===== src/rtl/relay_pkg.sv =====
// relay_pkg
// Shared definitions for the latching-relay bank driver:
//   - relay_state_e : sequencer states (IDLE, PULSE, GAP)
//   - CLK_HZ, PULSE_10MS, GAP_1MS : default timing for the 22.1184 MHz logger clock
//   - cycles_from_ms() : converts a duration in milliseconds to clock cycles
package relay_pkg;

  typedef enum logic [1:0] {
    IDLE  = 2'd0,
    PULSE = 2'd1,
    GAP   = 2'd2
  } relay_state_e;

  localparam int unsigned CLK_HZ     = 32'd22118400;
  localparam int unsigned PULSE_10MS = 32'd221184;
  localparam int unsigned GAP_1MS    = 32'd22118;

  // Product is formed in 64 bits so long durations at the full clock
  // rate cannot overflow before the divide; the result truncates.
  function automatic int unsigned cycles_from_ms(input int unsigned ms,
                                                 input int unsigned clk_hz);
    logic [63:0] prod;
    prod = 64'(clk_hz) * 64'(ms);
    return 32'(prod / 64'd1000);
  endfunction

endpackage


===== src/rtl/relay_pulse_timer.sv =====
// relay_pulse_timer
// Loadable down-counter with a zero flag; times both the coil on-phase
// and the all-off dead time of the relay bank driver.
// Ports:
//   clk        in  system clock
//   reset      in  synchronous, active-low reset (counter -> 0)
//   load_i     in  load load_val_i on this edge
//   load_val_i in  CNT_W  cycles remaining minus one for the new phase
//   zero_o     out counter has reached zero (phase ends on the next edge)
module relay_pulse_timer
  import relay_pkg::*;
#(
  parameter int CNT_W = 8
) (
  input  logic             clk,
  input  logic             reset,
  input  logic             load_i,
  input  logic [CNT_W-1:0] load_val_i,
  output logic             zero_o
);

  logic [CNT_W-1:0] cnt_q, cnt_d;

  // A load always wins; otherwise count down and park at zero rather
  // than wrapping, so a stale count can never re-open a phase.
  always_comb begin
    cnt_d = cnt_q;
    if (load_i) begin
      cnt_d = load_val_i;
    end else if (cnt_q != '0) begin
      cnt_d = cnt_q - CNT_W'(1);
    end
  end

  // Counter register.
  always_ff @(posedge clk) begin
    if (!reset) begin
      cnt_q <= '0;
    end else begin
      cnt_q <= cnt_d;
    end
  end

  assign zero_o = (cnt_q == '0);

endmodule


===== src/rtl/relay_bank_driver.sv =====
// relay_bank_driver
// Drives a bank of NUM_CH dual-coil latching relays, one timed coil pulse
// at a time with an all-off dead time after every pulse, and remembers the
// commanded state of each relay so the whole bank can be re-pulsed.
// Ports:
//   clk, reset            clock; synchronous active-low reset
//   cmd_valid/cmd_ready   command handshake
//   cmd_ch, cmd_on        target channel; 1 = set coil (p), 0 = reset coil (n)
//   refresh               one-cycle request to re-pulse every channel
//   relay_p, relay_n      set / reset coil drives
//   state_q               last commanded state per channel
//   busy                  pulse, gap or refresh in progress or pending
//   done                  strobe when a command or a full refresh completes
//   cmd_err               strobe when an out-of-range channel was accepted
module relay_bank_driver
  import relay_pkg::*;
#(
  parameter int NUM_CH        = 4,
  parameter int PULSE_CYC     = int'(cycles_from_ms(32'd10, CLK_HZ)),
  parameter int GAP_CYC       = int'(cycles_from_ms(32'd1, CLK_HZ)),
  parameter int INIT_ON_RESET = 1,
  parameter int CH_W          = (NUM_CH > 1) ? $clog2(NUM_CH) : 1
) (
  input  logic              clk,
  input  logic              reset,
  input  logic              cmd_valid,
  output logic              cmd_ready,
  input  logic [CH_W-1:0]   cmd_ch,
  input  logic              cmd_on,
  input  logic              refresh,
  output logic [NUM_CH-1:0] relay_p,
  output logic [NUM_CH-1:0] relay_n,
  output logic [NUM_CH-1:0] state_q,
  output logic              busy,
  output logic              done,
  output logic              cmd_err
);

  localparam int MAX_CYC = (PULSE_CYC > GAP_CYC) ? PULSE_CYC : GAP_CYC;
  localparam int CNT_W   = $clog2(MAX_CYC + 1);
  // The timer holds "cycles left after this one", hence the minus one.
  localparam logic [CNT_W-1:0] PULSE_LOAD = CNT_W'(PULSE_CYC - 1);
  localparam logic [CNT_W-1:0] GAP_LOAD   = CNT_W'(GAP_CYC - 1);
  localparam logic [CH_W-1:0]  LAST_CH    = CH_W'(NUM_CH - 1);

  relay_state_e      fsm_q, fsm_d;
  logic [CH_W-1:0]   idx_q, idx_d;
  logic              ref_act_q, ref_act_d;
  logic              ref_pend_q, ref_pend_d;
  logic [NUM_CH-1:0] stored_q, stored_d;
  logic [NUM_CH-1:0] relay_p_q, relay_p_d;
  logic [NUM_CH-1:0] relay_n_q, relay_n_d;
  logic              done_q, done_d;
  logic              err_q, err_d;

  logic              tmr_load;
  logic [CNT_W-1:0]  tmr_val;
  logic              tmr_zero;
  logic              coil_set, coil_clr, coil_pol;
  logic [CH_W-1:0]   coil_ch;
  logic [NUM_CH-1:0] coil_onehot;
  logic [CH_W-1:0]   next_idx;
  logic              cmd_in_range;

  assign next_idx     = idx_q + CH_W'(1);
  assign cmd_in_range = ({1'b0, cmd_ch} < (CH_W + 1)'(NUM_CH));
  assign cmd_ready    = (fsm_q == IDLE) && !ref_act_q && !ref_pend_q;

  relay_pulse_timer #(
    .CNT_W (CNT_W)
  ) u_timer (
    .clk        (clk),
    .reset      (reset),
    .load_i     (tmr_load),
    .load_val_i (tmr_val),
    .zero_o     (tmr_zero)
  );

  // Sequencer: a pending refresh beats a waiting command, each pulse is
  // followed by its dead time, and a refresh walks GAP -> PULSE through
  // the channels without touching IDLE. A refresh request that arrives
  // while one is running is remembered in ref_pend and re-runs afterwards.
  always_comb begin
    fsm_d      = fsm_q;
    idx_d      = idx_q;
    ref_act_d  = ref_act_q;
    ref_pend_d = ref_pend_q | refresh;
    stored_d   = stored_q;
    done_d     = 1'b0;
    err_d      = 1'b0;
    tmr_load   = 1'b0;
    tmr_val    = PULSE_LOAD;
    coil_set   = 1'b0;
    coil_clr   = 1'b0;
    coil_ch    = '0;
    coil_pol   = 1'b0;
    unique case (fsm_q)
      IDLE: begin
        if (ref_pend_q) begin
          ref_pend_d = 1'b0;
          ref_act_d  = 1'b1;
          idx_d      = '0;
          fsm_d      = PULSE;
          tmr_load   = 1'b1;
          coil_set   = 1'b1;
          coil_ch    = '0;
          coil_pol   = stored_q[0];
        end else if (cmd_valid && cmd_ready) begin
          if (cmd_in_range) begin
            stored_d[cmd_ch] = cmd_on;
            idx_d            = cmd_ch;
            fsm_d            = PULSE;
            tmr_load         = 1'b1;
            coil_set         = 1'b1;
            coil_ch          = cmd_ch;
            coil_pol         = cmd_on;
          end else begin
            err_d = 1'b1;
          end
        end
      end
      PULSE: begin
        if (tmr_zero) begin
          fsm_d    = GAP;
          tmr_load = 1'b1;
          tmr_val  = GAP_LOAD;
          coil_clr = 1'b1;
        end
      end
      GAP: begin
        if (tmr_zero) begin
          if (ref_act_q && (idx_q != LAST_CH)) begin
            idx_d    = next_idx;
            fsm_d    = PULSE;
            tmr_load = 1'b1;
            coil_set = 1'b1;
            coil_ch  = next_idx;
            coil_pol = stored_q[next_idx];
          end else begin
            fsm_d     = IDLE;
            done_d    = 1'b1;
            ref_act_d = 1'b0;
          end
        end
      end
      default: fsm_d = IDLE;
    endcase
  end

  // One-hot select of the coil being energised.
  always_comb begin
    coil_onehot          = '0;
    coil_onehot[coil_ch] = 1'b1;
  end

  // Coil drives only move on PULSE entry and exit, and only one coil of
  // one relay is ever selected, which keeps the supply current bounded.
  always_comb begin
    relay_p_d = relay_p_q;
    relay_n_d = relay_n_q;
    if (coil_set) begin
      relay_p_d = coil_pol ? coil_onehot : '0;
      relay_n_d = coil_pol ? '0 : coil_onehot;
    end else if (coil_clr) begin
      relay_p_d = '0;
      relay_n_d = '0;
    end
  end

  // State registers; reset cuts any coil pulse immediately.
  always_ff @(posedge clk) begin
    if (!reset) begin
      fsm_q      <= IDLE;
      idx_q      <= '0;
      ref_act_q  <= 1'b0;
      ref_pend_q <= (INIT_ON_RESET != 0);
      stored_q   <= '0;
      relay_p_q  <= '0;
      relay_n_q  <= '0;
      done_q     <= 1'b0;
      err_q      <= 1'b0;
    end else begin
      fsm_q      <= fsm_d;
      idx_q      <= idx_d;
      ref_act_q  <= ref_act_d;
      ref_pend_q <= ref_pend_d;
      stored_q   <= stored_d;
      relay_p_q  <= relay_p_d;
      relay_n_q  <= relay_n_d;
      done_q     <= done_d;
      err_q      <= err_d;
    end
  end

  assign relay_p = relay_p_q;
  assign relay_n = relay_n_q;
  assign state_q = stored_q;
  assign done    = done_q;
  assign cmd_err = err_q;
  assign busy    = (fsm_q != IDLE) || ref_act_q || ref_pend_q;

endmodule

===== config.mk =====
export PLATFORM = sky130hd
export DESIGN_NAME = relay_bank_driver
export DESIGN_NICKNAME = d
export VERILOG_FILES = /design/src/rtl/relay_pkg.sv /design/src/rtl/relay_pulse_timer.sv /design/src/rtl/relay_bank_driver.sv
export SDC_FILE = /design/constraint.sdc
export NUM_CORES = 1
export LEC_CHECK = 0
export ABC_CLOCK_PERIOD_IN_PS = 6150
export BUFFER_PORTS_ARGS = -buffer_cell sky130_fd_sc_hd__buf_2
export CAP_MARGIN = 20
export CORE_UTILIZATION = 40
export CTS_BUF_LIST = sky130_fd_sc_hd__clkbuf_16
export DETAILED_ROUTE_END_ITERATION = 10
export PLACE_DENSITY_LB_ADDON = 0.15
export SYNTH_ARGS = -nofsm -noshare
export SYNTH_HDL_FRONTEND = slang
export SYNTH_HIERARCHICAL = 1
export SYNTH_SLANG_ARGS = --single-unit
export TNS_END_PERCENT = 5

===== constraint.sdc =====
create_clock -name clk -period 6.15 [get_ports clk]
set_input_delay 1.23 -clock clk [delete_from_list [all_inputs] [get_ports clk]]
set_output_delay 1.23 -clock clk [all_outputs]
set_load 0.02 [all_outputs]

* Yosys cells after proc, flatten, opt, wreduce, memory -nomap -nowiden
Index checks and enable logic that the tools add are counted.
Widths: inputs -> output; s select.
** Word-level totals
- Flip-flop bits (word level) :: 37
- Logic and storage cells :: 101
** Operators by class
- Add/sub/neg operators :: 2
- Magnitude comparators :: 5
- Equality and inequality tests :: 9
- Multiplexer cells :: 52
- Bitwise logic cells :: 2
- Reductions and logical operators :: 22
** Operator list (number)
- $mux 18 :: 4
- $mux 2 :: 12
- $mux 1 :: 20
- $mux 4 :: 5
- $logic_not 18->1 :: 1
- $reduce_bool 18->1 :: 1
- $sub 18x1->18 const B :: 1
- $ne 2x2->1 const B :: 6
- $lt 2x3->1 const B :: 3
- $reduce_and 3->1 :: 3
- $pmux 2 s2 :: 2
- $reduce_and 4->1 :: 2
- $reduce_bool 2->1 :: 4
- $logic_and 1x1->1 :: 6
- $pmux 1 s2 :: 3
- $pmux 2 s3 :: 1
- $bwmux 4 :: 1
- $demux 1 s2 :: 2
- $ge 2x1->1 const B :: 2
- $ne 3x2->1 const B :: 1
- $pmux 1 s3 :: 1
- $add 2x1->2 const B :: 1
- $bmux 1 s2 :: 1
- $eq 2x1->1 const B :: 1
- 6 further kinds :: 8

* Logic depth before layout (Yosys ltp)
Gate-level depths: netlist of run 1.
- Word-level depth :: 13
- Mapped depth :: 14
- Depth with buffers taken out :: 12

* Cells and area by module
Netlist of run 1, hierarchy kept.
** Modules (own cells, without submodules)
- relay_pulse_timer :: times used 1, cells each 122, area an instance 970.9 um2, sequential area each 360.3 um2
- relay_bank_driver :: times used 1, cells each 107, area an instance 953.4 um2, sequential area each 380.4 um2

* Worst setup path after synthesis of run 1
No wires, ideal clock.
- Path kind :: register -> register
- From :: register u_timer.cnt_q[12]
- To :: register u_timer.cnt_q[16]
- Setup time :: 0.135 ns
- Arrival :: 2.595 ns
- Slack :: 3.419 ns
- Cell stages (with the launch flop) :: 13
- Path buffers :: 2
- Period minus slack after synthesis :: 2.731 ns
- Path through :: dfxtp_1 or4_4 or3_4 or2_4 clkinv_2 nand4b_4 a21o_1 nand2_1 buf_2 inv_1 clkbuf_1 o21ai_0 a31oi_1
** On the way
- Longest elaborated chain between the ends :: 4
- Elaborated cells between the ends (all ways) :: 11
- Those cells by class :: add/sub (1); mux (7); reduce/logical (3)
** Ends and longest elaborated chain
- start: declaration :: RTL line relay_pulse_timer.sv:22 : logic [CNT_W-1:0] cnt_q, cnt_d;
- start signal: assignment :: RTL line relay_pulse_timer.sv:40 : cnt_q <= cnt_d;
- $logic_not 18->1 * :: RTL line relay_pulse_timer.sv:44 : assign zero_o = (cnt_q == '0);
- named net tmr_zero :: RTL line relay_bank_driver.sv:58 : logic tmr_zero;
- $mux 1 (on tied branches) :: RTL line relay_bank_driver.sv:131, relay_bank_driver.sv:123
- $pmux 1 s3 * :: RTL line relay_bank_driver.sv:97 : unique case (fsm_q)
- named net tmr_load :: RTL line relay_bank_driver.sv:56 : logic tmr_load;
- $mux 18 or $reduce_bool 2->1 (tied branches)
Mark *: on every way through the listed nets, which the timed path passes. The rest lies on a longest branch. The select of a mux whose other input is x is not followed.
A chain may end at the register's enable or synchronous reset.

* Final worst setup path of run 1
- From :: register u_timer.cnt_q[0]
- To :: register u_timer.cnt_q[9]
Same word-level chain as after synthesis.

==> results of run 1 <==
cells in the mapped netlist, drive strengths merged (4+ instances only):
cell | n | area (µm²)
a21oi | 9 | 48.8
nor3b | 4 | 30.0
dfxtp | 37 | 741
a21boi | 4 | 30.0
xnor2 | 9 | 78.8
nand2 | 30 | 113
nor4 | 6 | 52.6
buf | 4 | 22.5
nand3 | 9 | 45.0
nor2 | 10 | 37.5
inv | 4 | 15.0
clkbuf | 5 | 18.8
mux2i | 4 | 40.0
nor3 | 7 | 35.0
nor2b | 7 | 43.8
o21ai | 27 | 135
per-layer routing:
layer,up-vias,part of all wire
li1,869,-
met5,-,0
met2,26,0.45
met3,7,0.036
met4,0,0.013
met1,748,0.51
power by group through the flow:
stage,combinational (mW),clock [mW],sequential [mW]
6_report,0.130,0.255,0.294
5_1_grt,0.147,0.270,0.298
4_1_cts,0.130,0.259,0.294
3_5_place_dp,0.130,0,0.299
3_3_place_gp,0.131,0,0.299
2_1_floorplan,0.105,0,0.290
layout make-up:
class                           instances  share of cell area
Multi-Input combinational cell        187               0.517
Sequential cell                        37               0.331
Clock buffer                            5              0.0560
Timing Repair Buffer                   21              0.0470
Tap cell                               52              0.0291
Clock inverter                          3              0.0101
Inverter                                5             0.00896
kinds of logic (layout without fill, tap and decap cells):
| group | after synthesis | count (layout) | synth area share |
|---|---|---|---|
| xor+xnor | 10 | 10 | 0.0455 |
| fa+ha+maj | 2 | 2 | 0.0130 |
| compound gates | 62 | 62 | 0.201 |
| simple gates | 97 | 97 | 0.293 |
| mux | 5 | 5 | 0.0267 |
| other cells | 2 | 11 | 0.00390 |
| buf+inv | 14 | 34 | 0.0319 |
| flops | 37 | 37 | 0.385 |
flip-flops by register name, summed over array words and instances (netlist names):
name and cells:
done 1, relay_n 4, u_timer/cnt_q 18, ref_pend_q 1, ref_act_q 1, fsm_q 2
relay_p 4, state_q 4, idx_q 2
worst paths after layout:
| check | to | slack, ps |
|---|---|---|
| min | relay_p[1] | 440 |
| max reg2reg | u_timer/cnt_q[9] | 2910 |
| max | u_timer/cnt_q[9] | 2910 |
| min reg2reg | relay_p[1] | 440 |
through the flow:
stage / instances / instance area, µm²
after floorplan: 238 / 1960
after global placement: 302 / 2090
after detailed placement: 302 / 2090
after CTS: 310 / 2230
after global routing: 310 / 2230
final: 310 / 2230
placed cells by master (no fill, tap or decap), types with 3 or more instances in the layout:
master,instances
mux2i_1,4
a31oi_1,3
nor4_1,5
a21oi_1,8
clkbuf_16,5
nor2b_1,7
nor2_1,10
o21a_1,3
xnor2_1,9
o21ai_1,3
nor3_1,7
dfxtp_1,37
buf_2,21
conb_1,11
inv_1,4
o21ai_0,24
nand2_1,30
and2_1,3
nand3_1,9
nor3b_1,4
a21boi_0,4
o31ai_1,3
worst register-to-register path: stages, from the launching register on:
cell      delay (ps)
dfxtp_1          330
inv_1             90
ha_1             230
nor4b_2          370
nand3_1          250
or2_4            340
clkinv_2         130
nand3b_1         280
nand2_1          380
inv_1            300
nand3_1          300
o21ai_0          140
==> metrics.txt, run 1 <==
Layout Nets 266; GRT Util Overall 0.181; gr ovfl total 0; Slew Viols, Final 0; endpoints failing hold 0; worst hold path depth 2; post-CTS resize count 0; # diodes 0; DRC 1; Crit path buffers/inverters 3; core area 4470 µm²; Crit. Startpoint u_timer/cnt_q[0]; met2 Track Usage GR 0.280; GR Util met3 0.0394; Layout area overhead 16.1%; Ports 23; clock share of power 0.375; GR peak layer met2; die footprint 5090 µm²; CTS Hold Bufs 0; Synth cell types 57; worst reg2reg path startpoint u_timer/cnt_q[0]; worst skew pair latency 280 ps; endpoints failing setup 0; pin count of the biggest net entering global routing 31; total power 0.679 mW; crit path DAT 3400 ps; power density cells 304 nW/µm²; area of the multi-input gates 1160 µm²; Vias/cell 5.32; CTS sink cnt 37; vias in the first global route 1,565; post-synthesis cell count 229; Sw Share 0.308; Avg WL per Cell 13.4 µm; die height 71.4 µm; unrepaired setup endpoints after global routing false; Root Driver clkbuf_16; antenna violations before repair 0; CTS clock-pin slew for the worst setup and hold paths 60 ps; Core Util, Final 0.499; DRT Wirelength 4140 µm; Die X 71.4 µm; sequential share of power 0.433; Num CTS Buffers 5; violated checks design-rule violations; Critical Path RT 6310 ps; worst-case clock buffer depth 2; fraction of layout cells with a size suffix above 1 0.163; met1 global-route usage 0.247; routability congestion estimate 0.870; final worst setup slack 2910 ps; Post-Place Setup Slack 2910 ps; Tcrit/Tclk final 0.527; max_cap viols 0; WHS 443 ps; sequential fraction of the synthesis area 0.385; worst hold path class reg2reg; Rel. slew slack 0.638; Mapped Area 1920 µm²; syn_area_per_cell 8.40 µm²; Static Leakage 0.908 nW; via count 1,650; port bufs 21; peak supply drop 0.000138 V; Comb power frac 0.191; starting density of the core 0.430; Final min period 3240 ps; CP cell instances inv_1 > ha_1 > nor4b_2 > nand3_1 > or2_4 > clkinv_2 > nand3b_1 > nand2_1 > inv_1 > nand3_1 > o21ai_0; NetSw 0.209 mW; fill count 439; first-pass iteration count of the detailed router 7; CP peak stage delay 380 ps; #FFs+latches synth 37; internal power 0.470 mW; CP startpoint kind flop; status finished, violations left; worst reg2reg path depth 11; first-pass GRT wire length 7260 µm; critical path fanouts, max 16; # H-tree levels 2; ys async rst share 0; Final Skew 8.13 ps; top_reg_cell synth dfxtp_1; Post-DP HPWL 2940 µm; Site Rows 24; Critical Path Slowest Stage Cell nand2_1; setup bufs post-CTS 0; measured slew at the worst slew-check pin 542 ps; number of synthesized flops with an enable pin 0; CTS tree built; fmax 0.308 GHz; Final ANT Viol Nets 0; worst min-delay path startpoint relay_p[1]; Setup TNS Final 0 ps; register area 741 µm²; Crit Path Category reg2reg; Worst Setup End Kind flop; drt initial violations 79; Top delay family on crit path simple AND/OR/NAND/NOR gates; CP Depth 11; synth warn 6
(Power assumes the default switching activity.)
==> inputs of run 2 (changes only) <==
Settings changed: ABC_AREA set to 1, ABC_CLOCK_PERIOD_IN_PS 6150 to 3000.
Clock period 6.15 ns to 3 ns, I/O delays scaled along.
==> run 2 against run 1 <==
Effect of this change:
- the run now ends clean
- highest routed layer unchanged
- via count rose by 32%
- sequential share of layout area fell by 5.2 points
- sequential power rose by 100%
- synthesized area rose by 16%
- synthesized cell count rose by 55%
- critical endpoint is now u_timer/cnt_q[8]
- total power rose by 150%
- critical path depth rose by 6
- routed wire length rose by 25%
- register-to-register slack got worse by 2600 ps
- non-clock buffer count rose by 6
==> metrics.txt, run 2 <==
status complete, no violations; GRT Util Overall 0.192 (+0.0105); Tcrit/Tclk final 0.897 (+0.370); vias in the first global route 1,996 (+28%); starting density of the core 0.426 (-0.00391); unrepaired setup endpoints after global routing true; fmax 0.371 GHz (+20%); endpoints failing hold 0 (unchanged); Post-DP HPWL 3800 µm (+29%); first-pass GRT wire length 9060 µm (+25%); Yosys top cell area share 0.332 (-0.0531); Setup TNS Final 0 ps (unchanged); port bufs 21 (unchanged); Synth area leaders dfxtp_1 33%, nand2_1 18%, nor2_1 8.7%; Worst Setup End Kind flop; Mapped Area 2230 µm² (+16%); most frequent cells in the layout 110 x nand2_1, 52 x nor2_1, 42 x inv_1; gr ovfl total 0 (unchanged); via count 2,180 (+32%); Vias/cell 4.74 (-11%); #FFs+latches synth 37 (unchanged); Layout area overhead 18.7%; WHS 462 ps (+19.2 ps); DRC 0 (-1); commonest non-fill, non-tap cell in the layout nand2_1; most common cell in the netlist nand2_1; die height 76.7 µm (+7.5%); CTS tree built; pin count of the biggest net entering global routing 21 (-32%); number of synthesized flops with an enable pin 0 (unchanged); Crit Path Category reg2reg; # H-tree levels 2 (unchanged); max_cap viols 0 (unchanged); fraction of layout cells with a size suffix above 1 0.151 (-0.0115); critical path fanouts, max 13 (-3); Final Cell Area 2650 µm² (+19%); worst skew pair latency 280 ps (about the same); # diodes 0 (unchanged); total power 1.68 mW (+150%); max reg flops 18 (unchanged); Final Skew 4.09 ps (-4.04 ps); Critical Path RT 3150 ps (-3160 ps); CTS clock-pin slew for the worst setup and hold paths 60 ps (about the same); endpoints failing setup 0 (unchanged); Area after DPL 2430 µm² (+16%); power density cells 634 nW/µm² (+110%); Rel. slew slack 0.646 (+0.00849); syn_area_per_cell 6.31 µm² (-25%); Core Util, Final 0.506 (+0.00653); CTS sink cnt 37 (unchanged); Site Rows 26 (+8.3%); Avg WL per Cell 11.3 µm (-16%); peak supply drop 0.000306 V (+120%); Num CTS Buffers 5 (unchanged); Ports 23 (unchanged); post-synthesis cell count 354 (+55%); CP startpoint kind flop; Final min period 2690 ps (-550 ps); leading area contributor after synthesis dfxtp_1; worst hold path class reg2reg; ys async rst share 0 (unchanged); core area 5240 µm² (+17%); crit path DAT 2840 ps (-560 ps); measured slew at the worst slew-check pin 530 ps (-11.6 ps); Layout Nets 398 (+50%); leading cell types by count after synthesis 110 x nand2_1, 52 x nor2_1, 42 x inv_1, 37 x dfxtp_1, 26 x nand3_1; antenna violations before repair 0 (unchanged); Slew Viols, Final 0 (unchanged); routability congestion estimate 0.866 (-0.48%); first-pass iteration count of the detailed router 4 (-3); sequential fraction of the synthesis area 0.332 (-0.0531); top_reg_cell synth dfxtp_1; DRT Wirelength 5180 µm (+25%); worst-case clock buffer depth 2 (unchanged); die footprint 5880 µm² (+16%); Die X 76.7 µm (+7.5%); Final ANT Viol Nets 0 (unchanged); largest reg by FF count u_timer/cnt_q; Synth cell types 32 (-44%); Static Leakage 1.32 nW (+46%); Root Driver clkbuf_16; drt initial violations 112 (+42%); synth warn 6 (unchanged)
run 2: changes by cell type in the layout (fill, tap and decap cells not counted), moves of 9 or more:
cell / before / now
a21oi_1: 8 / 17
nand2_1: 30 / 110
o21ai_0: 24 / 13
nor2_1: 10 / 52
inv_1: 4 / 42
nand3_1: 9 / 26
run 2: logic make-up (layout without fill, tap and decap cells):
family	count (synthesis)	after routing	synth area share
adders and majority gates	2	2	0.0112
other	2	11	0.00336
and+or+nand+nor	225	225	0.468
AOI/OAI and AO/OA	33	33	0.0774
xor gates and xnor gates	3	3	0.0118
buffers and inverters	52	79	0.0964
DFF	37	37	0.332
run 2: final timing paths:
path / start / to / slack (ps) / depth (start not counted)
min: relay_n[1] / relay_n[1] / 460 / 2
max reg2reg: u_timer/cnt_q[0] / u_timer/cnt_q[8] / 310 / 17
min reg2reg: relay_n[1] / relay_n[1] / 460 / 2
max: u_timer/cnt_q[0] / u_timer/cnt_q[8] / 310 / 17
run 2: report_power, final:
group / switching (mW) / internal (mW)
Clock: 0.214 / 0.393
Sequential: 0.0523 / 0.544
Combinational: 0.317 / 0.159
Total: 0.583 / 1.10
run 2: routing by layer:
metal  track usage  vias to the layer above  share of wire
met4        0.0596                        0          0.012
met5             0                        -              0
met1         0.225                      979           0.45
met2         0.348                       33           0.50
met3        0.0357                        6          0.031
li1              -                     1162              -
run 2: final cells by class:
| type | count | area [µm²] |
|---|---|---|
| flip-flops and latches | 37 | 741 |
| inverters | 44 | 165 |
| clock inverters | 3 | 46.3 |
| clock buffers | 5 | 125 |
| well taps | 70 | 87.6 |
| repair buffers | 27 | 175 |
| fillers | 549 | 2590 |
| multi-input cells | 274 | 1310 |
run 2: timing repair:
item	4_1_cts	5_1_grt
hold buffers	0	0
setup buffers	0	3
endpoints found under the setup margin	0	11
resized for setup	0	0
run 2: through the flow:
stage / std cells / setup WS (ps)
6_report: 460 / 308
5_1_grt: 460 / -3.02
4_1_cts: 457 / 230
3_5_place_dp: 449 / 257
3_3_place_gp: 449 / 346
2_1_floorplan: 363 / 215
run 2: critical path: stages, from the launching register on:
cell     delay, ps
dfxtp_1        320
inv_1           90
ha_1           200
nand2_2        130
nor2_8         200
nand2_1         90
nor4_1         200
buf_4          190
nand3_1        150
nor2_4         150
nor2_1          80
nand3_2         90
inv_1          200
buf_4          250
nand2_1         60
o21ai_0         70
nand2_1         60
nor2_1          30
